`src/rtl/div_request_sequencer_if.sv`:
```
// Bus bundle for div_request_sequencer: request stream (s_*), divider core
// link (div_*) and result stream (m_*). The sequencer takes the slave view,
// and the surrounding environment (producer, core, consumer) takes the master view.
interface div_request_sequencer_if #(
  parameter int DATA_W = 12,
  parameter int TAG_W  = 4
);
  // request stream
  logic              s_valid;
  logic              s_ready;
  logic [DATA_W-1:0] s_numerator;
  logic [DATA_W-1:0] s_denominator;
  logic [TAG_W-1:0]  s_tag;
  // divider core link
  logic              div_resetn;
  logic [DATA_W-1:0] div_numerator;
  logic [DATA_W-1:0] div_denominator;
  logic              div_valid;
  logic [DATA_W-1:0] div_quotient;
  logic [DATA_W-1:0] div_remainder;
  logic              div_ready;
  logic              div_error;
  // result stream
  logic              m_valid;
  logic              m_ready;
  logic [DATA_W-1:0] m_quotient;
  logic [DATA_W-1:0] m_remainder;
  logic [TAG_W-1:0]  m_tag;
  logic              m_err_div0;

  modport slave (
    input  s_valid, s_numerator, s_denominator, s_tag,
    output s_ready,
    output div_resetn, div_numerator, div_denominator, div_valid,
    input  div_quotient, div_remainder, div_ready, div_error,
    output m_valid, m_quotient, m_remainder, m_tag, m_err_div0,
    input  m_ready
  );

  modport master (
    output s_valid, s_numerator, s_denominator, s_tag,
    input  s_ready,
    input  div_resetn, div_numerator, div_denominator, div_valid,
    output div_quotient, div_remainder, div_ready, div_error,
    input  m_valid, m_quotient, m_remainder, m_tag, m_err_div0,
    output m_ready
  );
endinterface

```
`src/rtl/div_request_sequencer.sv`:
```
// div_request_sequencer: FIFO-buffered front-end for the signed divider core.
// Requests are queued, issued one at a time with a single-cycle start strobe,
// and the core's done / div-by-zero pulse is captured into a one-entry
// valid/ready result register. Only one request is ever in the core.
// Optional build macro DIV_SEQ_ZERO_BYPASS_EN: a zero denominator at the FIFO
// head is completed locally as a div-by-zero result, never reaching the core.
module div_request_sequencer #(
  parameter int DATA_W     = 12,
  parameter int TAG_W      = 4,
  parameter int FIFO_DEPTH = 4
) (
  input logic                  aclk,
  input logic                  reset,
  div_request_sequencer_if.slave bus
);
  localparam int AW    = $clog2(FIFO_DEPTH);
  localparam int CNT_W = AW + 1;

  localparam logic [1:0] IDLE  = 2'd0;
  localparam logic [1:0] ISSUE = 2'd1;
  localparam logic [1:0] WAIT  = 2'd2;

  logic [DATA_W-1:0] fifo_num [FIFO_DEPTH];
  logic [DATA_W-1:0] fifo_den [FIFO_DEPTH];
  logic [TAG_W-1:0]  fifo_tag [FIFO_DEPTH];
  logic [AW-1:0]     wr_ptr, rd_ptr;
  logic [CNT_W-1:0]  count;

  logic [1:0]        state;
  logic [TAG_W-1:0]  tag_r;
  logic [DATA_W-1:0] num_r, den_r;

  logic full, empty, push, pop, issue, bypass, out_free, core_done;

  assign full     = (count == CNT_W'(FIFO_DEPTH));
  assign empty    = (count == '0);
  // held low during reset so every output reads 0 while reset is high
  assign bus.s_ready = !reset && !full;
  assign push     = bus.s_valid && bus.s_ready;
  assign out_free = !bus.m_valid || bus.m_ready;
  // a head is taken only when the result register can absorb its answer
  assign pop      = (state == IDLE) && !empty && out_free;
  // core pulses are meaningful only while a request is outstanding
  assign core_done = (state == WAIT) && (bus.div_ready || bus.div_error);

`ifdef DIV_SEQ_ZERO_BYPASS_EN
  logic head_zero;
  assign head_zero = (fifo_den[rd_ptr] == '0);
  assign bypass    = pop && head_zero;
  assign issue     = pop && !head_zero;
`else
  assign bypass    = 1'b0;
  assign issue     = pop;
`endif

  assign bus.div_resetn      = ~reset;
  assign bus.div_valid       = (state == ISSUE);
  assign bus.div_numerator   = num_r;
  assign bus.div_denominator = den_r;

  // FIFO storage write; contents need no reset, count/pointers gate validity
  always_ff @(posedge aclk) begin
    if (push) begin
      fifo_num[wr_ptr] <= bus.s_numerator;
      fifo_den[wr_ptr] <= bus.s_denominator;
      fifo_tag[wr_ptr] <= bus.s_tag;
    end
  end

  // FIFO pointers and occupancy
  always_ff @(posedge aclk) begin
    if (reset) begin
      wr_ptr <= '0;
      rd_ptr <= '0;
      count  <= '0;
    end else begin
      if (push) wr_ptr <= wr_ptr + 1'b1;
      if (pop)  rd_ptr <= rd_ptr + 1'b1;
      case ({push, pop})
        2'b10:   count <= count + 1'b1;
        2'b01:   count <= count - 1'b1;
        default: count <= count;
      endcase
    end
  end

  // issue FSM and operand/tag hold registers for the in-flight request
  always_ff @(posedge aclk) begin
    if (reset) begin
      state <= IDLE;
      num_r <= '0;
      den_r <= '0;
      tag_r <= '0;
    end else begin
      case (state)
        IDLE: if (issue) begin
          num_r <= fifo_num[rd_ptr];
          den_r <= fifo_den[rd_ptr];
          tag_r <= fifo_tag[rd_ptr];
          state <= ISSUE;
        end
        ISSUE: state <= WAIT;
        WAIT:  if (core_done) state <= IDLE;
        default: state <= IDLE;
      endcase
    end
  end

  // result register: core completion or local bypass loads, handshake drains
  always_ff @(posedge aclk) begin
    if (reset) begin
      bus.m_valid     <= 1'b0;
      bus.m_quotient  <= '0;
      bus.m_remainder <= '0;
      bus.m_tag       <= '0;
      bus.m_err_div0  <= 1'b0;
    end else if (core_done) begin
      // error wins when both pulses coincide
      bus.m_valid     <= 1'b1;
      bus.m_tag       <= tag_r;
      bus.m_err_div0  <= bus.div_error;
      bus.m_quotient  <= bus.div_error ? '0 : bus.div_quotient;
      bus.m_remainder <= bus.div_error ? '0 : bus.div_remainder;
    end else if (bypass) begin
      bus.m_valid     <= 1'b1;
      bus.m_tag       <= fifo_tag[rd_ptr];
      bus.m_err_div0  <= 1'b1;
      bus.m_quotient  <= '0;
      bus.m_remainder <= '0;
    end else if (bus.m_ready) begin
      bus.m_valid     <= 1'b0;
    end
  end
endmodule

```
`src/flat_wrapper.sv`:
```
// flat-port wrapper written by rule: the top's interface ports become plain ports
module div_request_sequencer_flat 
#(
  parameter int DATA_W     = 12,
  parameter int TAG_W      = 4,
  parameter int FIFO_DEPTH = 4
)
  (aclk, reset, bus_s_valid, bus_s_numerator, bus_s_denominator, bus_s_tag, bus_s_ready, bus_div_resetn, bus_div_numerator, bus_div_denominator, bus_div_valid, bus_div_quotient, bus_div_remainder, bus_div_ready, bus_div_error, bus_m_valid, bus_m_quotient, bus_m_remainder, bus_m_tag, bus_m_err_div0, bus_m_ready);
  div_request_sequencer_if #(.DATA_W(DATA_W), .TAG_W(TAG_W)) bus_i ();
  input logic aclk;
  input logic reset;
  input wire logic [$bits(bus_i.s_valid)-1:0] bus_s_valid;
  input wire logic [$bits(bus_i.s_numerator)-1:0] bus_s_numerator;
  input wire logic [$bits(bus_i.s_denominator)-1:0] bus_s_denominator;
  input wire logic [$bits(bus_i.s_tag)-1:0] bus_s_tag;
  output wire logic [$bits(bus_i.s_ready)-1:0] bus_s_ready;
  output wire logic [$bits(bus_i.div_resetn)-1:0] bus_div_resetn;
  output wire logic [$bits(bus_i.div_numerator)-1:0] bus_div_numerator;
  output wire logic [$bits(bus_i.div_denominator)-1:0] bus_div_denominator;
  output wire logic [$bits(bus_i.div_valid)-1:0] bus_div_valid;
  input wire logic [$bits(bus_i.div_quotient)-1:0] bus_div_quotient;
  input wire logic [$bits(bus_i.div_remainder)-1:0] bus_div_remainder;
  input wire logic [$bits(bus_i.div_ready)-1:0] bus_div_ready;
  input wire logic [$bits(bus_i.div_error)-1:0] bus_div_error;
  output wire logic [$bits(bus_i.m_valid)-1:0] bus_m_valid;
  output wire logic [$bits(bus_i.m_quotient)-1:0] bus_m_quotient;
  output wire logic [$bits(bus_i.m_remainder)-1:0] bus_m_remainder;
  output wire logic [$bits(bus_i.m_tag)-1:0] bus_m_tag;
  output wire logic [$bits(bus_i.m_err_div0)-1:0] bus_m_err_div0;
  input wire logic [$bits(bus_i.m_ready)-1:0] bus_m_ready;
  assign bus_i.s_valid = bus_s_valid;
  assign bus_i.s_numerator = bus_s_numerator;
  assign bus_i.s_denominator = bus_s_denominator;
  assign bus_i.s_tag = bus_s_tag;
  assign bus_s_ready = bus_i.s_ready;
  assign bus_div_resetn = bus_i.div_resetn;
  assign bus_div_numerator = bus_i.div_numerator;
  assign bus_div_denominator = bus_i.div_denominator;
  assign bus_div_valid = bus_i.div_valid;
  assign bus_i.div_quotient = bus_div_quotient;
  assign bus_i.div_remainder = bus_div_remainder;
  assign bus_i.div_ready = bus_div_ready;
  assign bus_i.div_error = bus_div_error;
  assign bus_m_valid = bus_i.m_valid;
  assign bus_m_quotient = bus_i.m_quotient;
  assign bus_m_remainder = bus_i.m_remainder;
  assign bus_m_tag = bus_i.m_tag;
  assign bus_m_err_div0 = bus_i.m_err_div0;
  assign bus_i.m_ready = bus_m_ready;
  div_request_sequencer #(.DATA_W(DATA_W), .TAG_W(TAG_W), .FIFO_DEPTH(FIFO_DEPTH)) u_core (.aclk(aclk), .reset(reset), .bus(bus_i));
endmodule
```
`config.mk`:
```
export PLATFORM = sky130hd
export DESIGN_NAME = div_request_sequencer_flat
export DESIGN_NICKNAME = d
export VERILOG_FILES = /design/src/rtl/div_request_sequencer_if.sv /design/src/rtl/div_request_sequencer.sv /design/src/flat_wrapper.sv
export SDC_FILE = /design/constraint.sdc
export NUM_CORES = 1
export LEC_CHECK = 0
export BUFFER_PORTS_ARGS = -buffer_cell sky130_fd_sc_hd__buf_2
export CAP_MARGIN = 15
export CORE_ASPECT_RATIO = 2
export CORE_UTILIZATION = 40
export DETAILED_ROUTE_END_ITERATION = 10
export PLACE_DENSITY = 0.6
export SLEW_MARGIN = 10
export SYNTH_ARGS = -nofsm -noshare
export SYNTH_HDL_FRONTEND = slang
export SYNTH_SLANG_ARGS = --single-unit
export TNS_END_PERCENT = 5
```
`constraint.sdc`:
```
create_clock -name aclk -period 3 [get_ports aclk]
set_clock_uncertainty 0.05 [all_clocks]
set_input_delay 0.6 -clock aclk [delete_from_list [all_inputs] [get_ports aclk]]
set_output_delay 0.6 -clock aclk [all_outputs]
set_load 0.01 [all_outputs]
```
==> results of run 1 <==
## final timing paths
path / start / to / slack (ps) / depth (start not counted)
worst max-delay path: u_core.count[2] / u_core.count[2] / 590 / 9
worst min-delay path: bus_s_tag[3] / u_core.fifo_tag[1][3] / 340 / 1
worst max register to register: u_core.count[2] / u_core.count[2] / 590 / 9
worst min register to register: u_core.bus.div_numerator[1] / u_core.bus.div_numerator[1] / 410 / 2
## kinds of logic (layout without fill, tap and decap cells)
kind of cell               count (synthesis)  count (layout)  synth area share (%)
adders and majority gates                  6               6                  1.22
DFF                                      179             179                  69.5
AOI/OAI and AO/OA                         93              93                  8.47
muxes                                     31              31                  9.80
buffers and inverters                     41             166                  2.88
xor gates and xnor gates                   2               2                 0.259
and+or+nand+nor                           86              86                  7.87
## cell usage after synthesis
| cell | n | share of area (%) |
|---|---|---|
| nor3_4 | 1 | 0.24 |
| inv_1 | 8 | 0.44 |
| and2_1 | 4 | 0.37 |
| clkbuf_1 | 15 | 0.83 |
| o2bb2ai_1 | 28 | 3.6 |
| nor4b_1 | 1 | 0.13 |
| dfxtp_1 | 67 | 20 |
| nand2_1 | 30 | 1.7 |
| buf_2 | 8 | 0.59 |
| nor3_1 | 1 | 0.074 |
| ha_1 | 5 | 0.92 |
| mux4_2 | 28 | 9.3 |
| or3_1 | 1 | 0.092 |
| or2_4 | 1 | 0.13 |
| nor4_4 | 1 | 0.31 |
| o21ai_1 | 1 | 0.074 |
| buf_1 | 3 | 0.17 |
| or4_1 | 1 | 0.11 |
| buf_4 | 4 | 0.44 |
| a21oi_1 | 34 | 2.5 |
| mux2i_1 | 1 | 0.15 |
| nand2b_1 | 1 | 0.092 |
| or2_1 | 1 | 0.092 |
| o21ai_0 | 29 | 2.1 |
| nor2_1 | 9 | 0.50 |
| edfxtp_1 | 112 | 50 |
| nand4b_1 | 24 | 3.1 |
| xor2_1 | 2 | 0.26 |
| o31ai_1 | 1 | 0.11 |
| nor3b_2 | 1 | 0.18 |
| mux2_2 | 2 | 0.33 |
| clkbuf_2 | 1 | 0.074 |
| fa_1 | 1 | 0.30 |
| nor2b_1 | 4 | 0.37 |
| nand3_1 | 4 | 0.30 |
| nor3b_1 | 1 | 0.11 |
| buf_6 | 2 | 0.33 |
## flip-flops by register name (all words and copies together), names as in the netlist
register	cells
u_core.fifo_num	48
u_core.count	3
u_core.tag_r	4
u_core.bus.m_quotient	12
u_core.bus.m_valid	1
u_core.rd_ptr	2
u_core.wr_ptr	2
u_core.bus.m_err_div0	1
u_core.fifo_tag	16
u_core.bus.m_tag	4
u_core.fifo_den	48
u_core.bus.div_numerator	12
u_core.bus.div_denominator	12
u_core.state	2
u_core.bus.m_remainder	12
## report_power, final
group / switching, mW / total (mW) / internal, mW
clock network: 0.924 / 2.09 / 1.17
registers: 0.222 / 3.18 / 2.95
logic: 0.804 / 1.43 / 0.626
## per-layer routing
metal / vias to the layer above / GRT usage [%] / routed length (um)
li1: 1907 / - / -
met1: 2029 / 17.2 / 5320
met2: 119 / 31.5 / 7730
met3: 16 / 4.13 / 620
met4: 0 / 7.02 / 286
met5: - / 0 / 0
## metrics by stage
stage / setup slack [ps] / hold slack, ps / instances
after global routing: 357 / 326 / 770
after global placement: 560 / 397 / 738
after detailed placement: 499 / 403 / 738
final: 587 / 344 / 770
after CTS: 582 / 321 / 770
after floorplan: 542 / 389 / 438
## layout make-up
| type | instances | area share [%] |
|---|---|---|
| clock buffers | 19 | 5.87 |
| multi-input cells | 218 | 23.2 |
| clock inverters | 13 | 1.11 |
| inverters | 8 | 0.371 |
| repair buffers | 126 | 8.15 |
| flip-flops and latches | 179 | 58.1 |
| well taps | 207 | 3.20 |
==> impl_metrics.csv, run 1 <==
group,metric,value,unit
yosys,syn_inst,438,
setup_path,worst-path-buf-inv,2,
job,maxCapViolations,0,
worst_hold_path,hold_path.class,"input pin to register",
finish,final_common_cell,"buf_2",
grt,first_global_vias,4155,
sta,worst_pin_slew,979,ps
grt,antenna_found_initial,0,
setup_path,slowest_stage,"fa_1",
sta,finalHoldViolations,0,
sta,relSlewSlack,34.7,%
placed_design,place.gp.congestion,0.719,
sta,setup_violations,0,
sta,fin_crit_sh,80.4,%
drt,drt_first_pass_iters,4,
setup_path,startpoint_type,"register",
placed_design,portBuffers,114,
drt,drt.antenna.violating_nets,0,
clocking,cts_tree,"yes",
finish,final_cell_mix,"buf_2, edfxtp_1, dfxtp_1",
finish,nets,614,
finish,n_fill_cell,1471,
grt,grt_pass1_wl,21.4,mm
clocking,cts.repair.resized,0,
placed_design,dpl.hpwl,8.98,mm
drt,drt_iter0_drc,146,
drt,drc,0,
clocking,cts-htree-levels,4,
setup_path,critPathKind,"register to register",
finish,multi_input_area,1880,sq um
yosys,syn-num-nets,502,
yosys,syn_area_per_cell,15.5,sq um
drt,wire_per_inst,18.1,um
drt,num_vias,4071,
finish,seq_area,4710,sq um
grt,grt_overflow,0,
placed_design,place_area,7540,sq um
finish,drive_above_1_share,35.3,%
clocking,cts.clk_slew.worst_paths,70,ps
floorplanning,rows,67,
setup_path,crit_path_end_kind,"register",
clocking,clockBufferDepth,2,
clocking,postCtsSetupBuffers,0,
setup_path,critPathMaxStageDelay,430,ps
grt,grt_max_degree,42,
clocking,numClockSinks,179,
setup_path,cp.arrival,2720,ps
floorplanning,die_w,94.0,um
sta,tns,0,ps
setup_path,cpMostUsedCell,"inv_1",
clocking,clock_latency,420,ps
floorplanning,die_h,186,um
floorplanning,core_area,16700,sq um
setup_path,required,3300,ps
status,status,"finished, final reports clean",
drt,wl,14.0,mm
finish,final_area,8100,sq um
sta,fmax,0.414,GHz
yosys,ys_warn_count,0,
power,peakVddDrop,0.000394,V
yosys,seq_area_frac_synth,69.5,%
setup_path,worstPathMaxFanout,7,
grt,grt.total_usage,16.8,%
floorplanning,initial_core_util,40.6,%
yosys,yosys_register_bits,179,
finish,antennaDiodeCount,0,
clocking,hold_buffers,0,
sta,slew_viol_final,0,
finish,postLayoutCoreUtil,48.6,%
power,powerDensity,826,nW/um^2
sta,rsz0062_at_grt,"false",
setup_path,crit_chain,"nor3b_1 -> nor3b_2 -> inv_1 -> ha_1 -> inv_1 -> fa_1 -> xor2_1 -> or3_1 -> a21oi_1",
sta,min_period,2410,ps
power,p_leak,2.90,nW
yosys,synth.distinct_cells,37,
clocking,numCtsBuffers,17,
power,total_power,6.70,mW
drt,via_per_inst,5.29,
clocking,clockRootBuffer,"clkbuf_16",
yosys,synth_area,6770,sq um
setup_path,cp_top_family,"simple AND/OR/NAND/NOR gates",
finish,syn2layout_area_growth,19.7,%
floorplanning,boundaryPins,115,
floorplanning,die-area,17500,sq um
No activity file was read; power rests on OpenSTA's default activity.
==> run 2, diff against run 1 <==
--- a/config.mk
+++ b/config.mk
@@ -10,7 +10,7 @@
 export CORE_ASPECT_RATIO = 2
 export CORE_UTILIZATION = 40
 export DETAILED_ROUTE_END_ITERATION = 10
-export PLACE_DENSITY = 0.6
+export PLACE_DENSITY = 0.62
 export SLEW_MARGIN = 10
 export SYNTH_ARGS = -nofsm -noshare
 export SYNTH_HDL_FRONTEND = slang
==> constraint.sdc (replaced) <==
create_clock -name aclk -period 2 [get_ports aclk]
set_clock_uncertainty 0.05 [all_clocks]
set_input_delay 0.4 -clock aclk [delete_from_list [all_inputs] [get_ports aclk]]
set_output_delay 0.4 -clock aclk [all_outputs]
set_load 0.01 [all_outputs]
==> run 2 against run 1 <==
  * The run now ends with negative setup slack left
  * Count of clock-buffer cells in the layout fell by 2
  * Register-to-register slack got worse by 620 ps
  * Clock power increased by 53%
  * Die area is the same
  * Worst hold slack got worse by 200 ps
  * Final cell count grew 2.2%
  * Sequential cell count unchanged
  * Non-clock buffer count increased by 16
  * Routed wire length down 0.16%
  * Setup slack worse by 620 ps
  * Critical path depth decreased by 1
==> impl_metrics.csv, run 2 (synthesized netlist as in run 1, its figures left out) <==
group,metric,value,unit
placed_design,portBuffers,114,
setup_path,r2r_end,"u_core.count[2]",
clocking,hold_buffers,0,
clocking,clock_latency,420,ps
floorplanning,die-area,17500,sq um
status,status,"complete, but fails checks",
sta,worst_pin_slew,545,ps
worst_hold_path,hold_path.class,"input pin to register",
worst_hold_path,min_path_cells,1,
grt,grt.total_usage,16.6,%
grt,antenna_found_initial,1,
setup_path,r2r_slack,-40,ps
worst_hold_path,min_to,"u_core.fifo_num[2][6]",
clocking,cts_tree,"yes",
floorplanning,die_h,186,um
setup_path,worstPathMaxFanout,4,
setup_path,cp.depth,8,
finish,drive_above_1_share,38.3,%
floorplanning,die_w,94.0,um
sta,rsz0062_at_grt,"true",
finish,final_area,8360,sq um
finish,largestRegisters,"u_core.fifo_den x48, u_core.fifo_num x48, u_core.fifo_tag x16",
sta,fin_crit_sh,102,%
setup_path,critPathMaxStageDelay,330,ps
setup_path,crit_path_end_kind,"register",
clocking,clockBufferDepth,2,
drt,wl,13.9,mm
finish,nets,630,
clocking,numClockSinks,179,
floorplanning,core_area,16700,sq um
job,maxCapViolations,0,
drt,wire_per_inst,17.7,um
sta,setup_violations,1,
placed_design,dpl.hpwl,9.31,mm
power,powerDensity,1240,nW/um^2
sta,slew_viol_final,0,
drt,drt_first_pass_iters,4,
sta,relSlewSlack,63.6,%
grt,grt_overflow,0,
setup_path,required,2300,ps
clocking,cts-htree-levels,4,
drt,via_per_inst,5.27,
sta,fmax,0.491,GHz
finish,postLayoutCoreUtil,50.1,%
clocking,clockRootBuffer,"clkbuf_16",
drt,drt_iter0_drc,166,
setup_path,critPathKind,"register to register",
finish,syn2layout_area_growth,23.5,%
sta,worst_slack,-37.8,ps
clocking,numCtsBuffers,17,
floorplanning,rows,67,
setup_path,crit_chain,"or2_4 -> nor3_4 -> ha_4 -> inv_2 -> fa_2 -> xor2_1 -> or3_1 -> a21oi_1",
status,violations,"negative setup slack",
sta,finalHoldViolations,0,
floorplanning,initial_core_util,40.6,%
grt,grt_max_degree,42,
setup_path,r2r-start,"u_core.state[1]",
grt,grt_pass1_wl,21.2,mm
clocking,cts.clk_slew.worst_paths,70,ps
setup_path,slowest_stage,"dfxtp_2",
power,peakVddDrop,0.000634,V
drt,drt.antenna.violating_nets,0,
finish,n_fill_cell,1458,
floorplanning,boundaryPins,115,
finish,final_cell_mix,"buf_2, edfxtp_1, dfxtp_1",
drt,drc,0,
setup_path,cp_top_family,"simple AND/OR/NAND/NOR gates",
sta,min_period,2040,ps
setup_path,startpoint_type,"register",
finish,final_common_cell,"buf_2",
grt,first_global_vias,4242,
setup_path,cp.arrival,2340,ps
worst_hold_path,min_from,"bus_s_numerator[6]",
setup_path,worst-path-buf-inv,1,
setup_path,reg2regPathDepth,8,
power,p_leak,2.98,nW
placed_design,place_area,7770,sq um
drt,num_vias,4151,
placed_design,place.gp.congestion,0.703,
run 2: cell count changes in the layout (fill, tap and decap cells not counted), sizes merged:
cell	before	now
buf	126	142
bufinv	0	1
clkbuf	19	17
clkinv	5	1
clkinvlp	1	6
diode	0	1
run 2: how the worst max path moves through the flow:
| stage | endpoint | slack, ps | start |
|---|---|---|---|
| after floorplan | u_core.count[2] | -40 | u_core.state[1] |
| after global placement | u_core.count[2] | 10 | bus_m_ready |
| after detailed placement | u_core.count[2] | -50 | bus_m_ready |
| after CTS | u_core.count[2] | -40 | u_core.count[2] |
| after global routing | u_core.count[2] | -120 | u_core.state[1] |
| final | u_core.count[2] | -40 | u_core.state[1] |
run 2: final cells by class:
cell class                 instances  area, sq um  share of cell area (%)
tap                              207          259                    3.10
multi-input combinational        218         1920                    23.0
antenna                            1         2.50                  0.0299
inverter                           8         30.0                   0.359
sequential                       179         4710                    56.3
clock buffer                      17          425                    5.09
clock inverter                    15          148                    1.77
timing repair buffer             142          868                    10.4
run 2: what timing repair did:
| item | 4_1_cts | 5_1_grt |
|---|---|---|
| setup endpoints to repair | 1 | 2 |
| gates cloned | 0 | 0 |
| setup buffers | 0 | 1 |
| pin swaps | 1 | 1 |
| gates resized for setup | 0 | 5 |
run 2: per-stage QoR:
| stage | hold slack [ps] | setup slack, ps | TNS [ps] | instances | power, mW |
|---|---|---|---|---|---|
| 2_1_floorplan | 389 | -36.0 | -1180 | 438 | 6.33 |
| 3_3_place_gp | 399 | 13.0 | 0 | 753 | 7.18 |
| 3_5_place_dp | 405 | -45.7 | -45.7 | 753 | 7.28 |
| 4_1_cts | 122 | -39.0 | -39.0 | 785 | 10.5 |
| 5_1_grt | 121 | -118 | -118 | 787 | 10.9 |
| 6_report | 139 | -37.8 | -37.8 | 787 | 10.4 |
run 2: metal layers:
metal,routed length (um),global-route usage [%]
met5,0,0
met4,320,7.26
met3,637,4.37
met2,7710,31.1
met1,5260,17.0
run 2: power by group:
group,switching [mW],leakage (nW),internal (mW)
Combinational,1.30,1.16,1.15
Sequential,0.293,1.56,4.44
Clock,1.45,0.263,1.75
Total,3.04,2.98,7.33
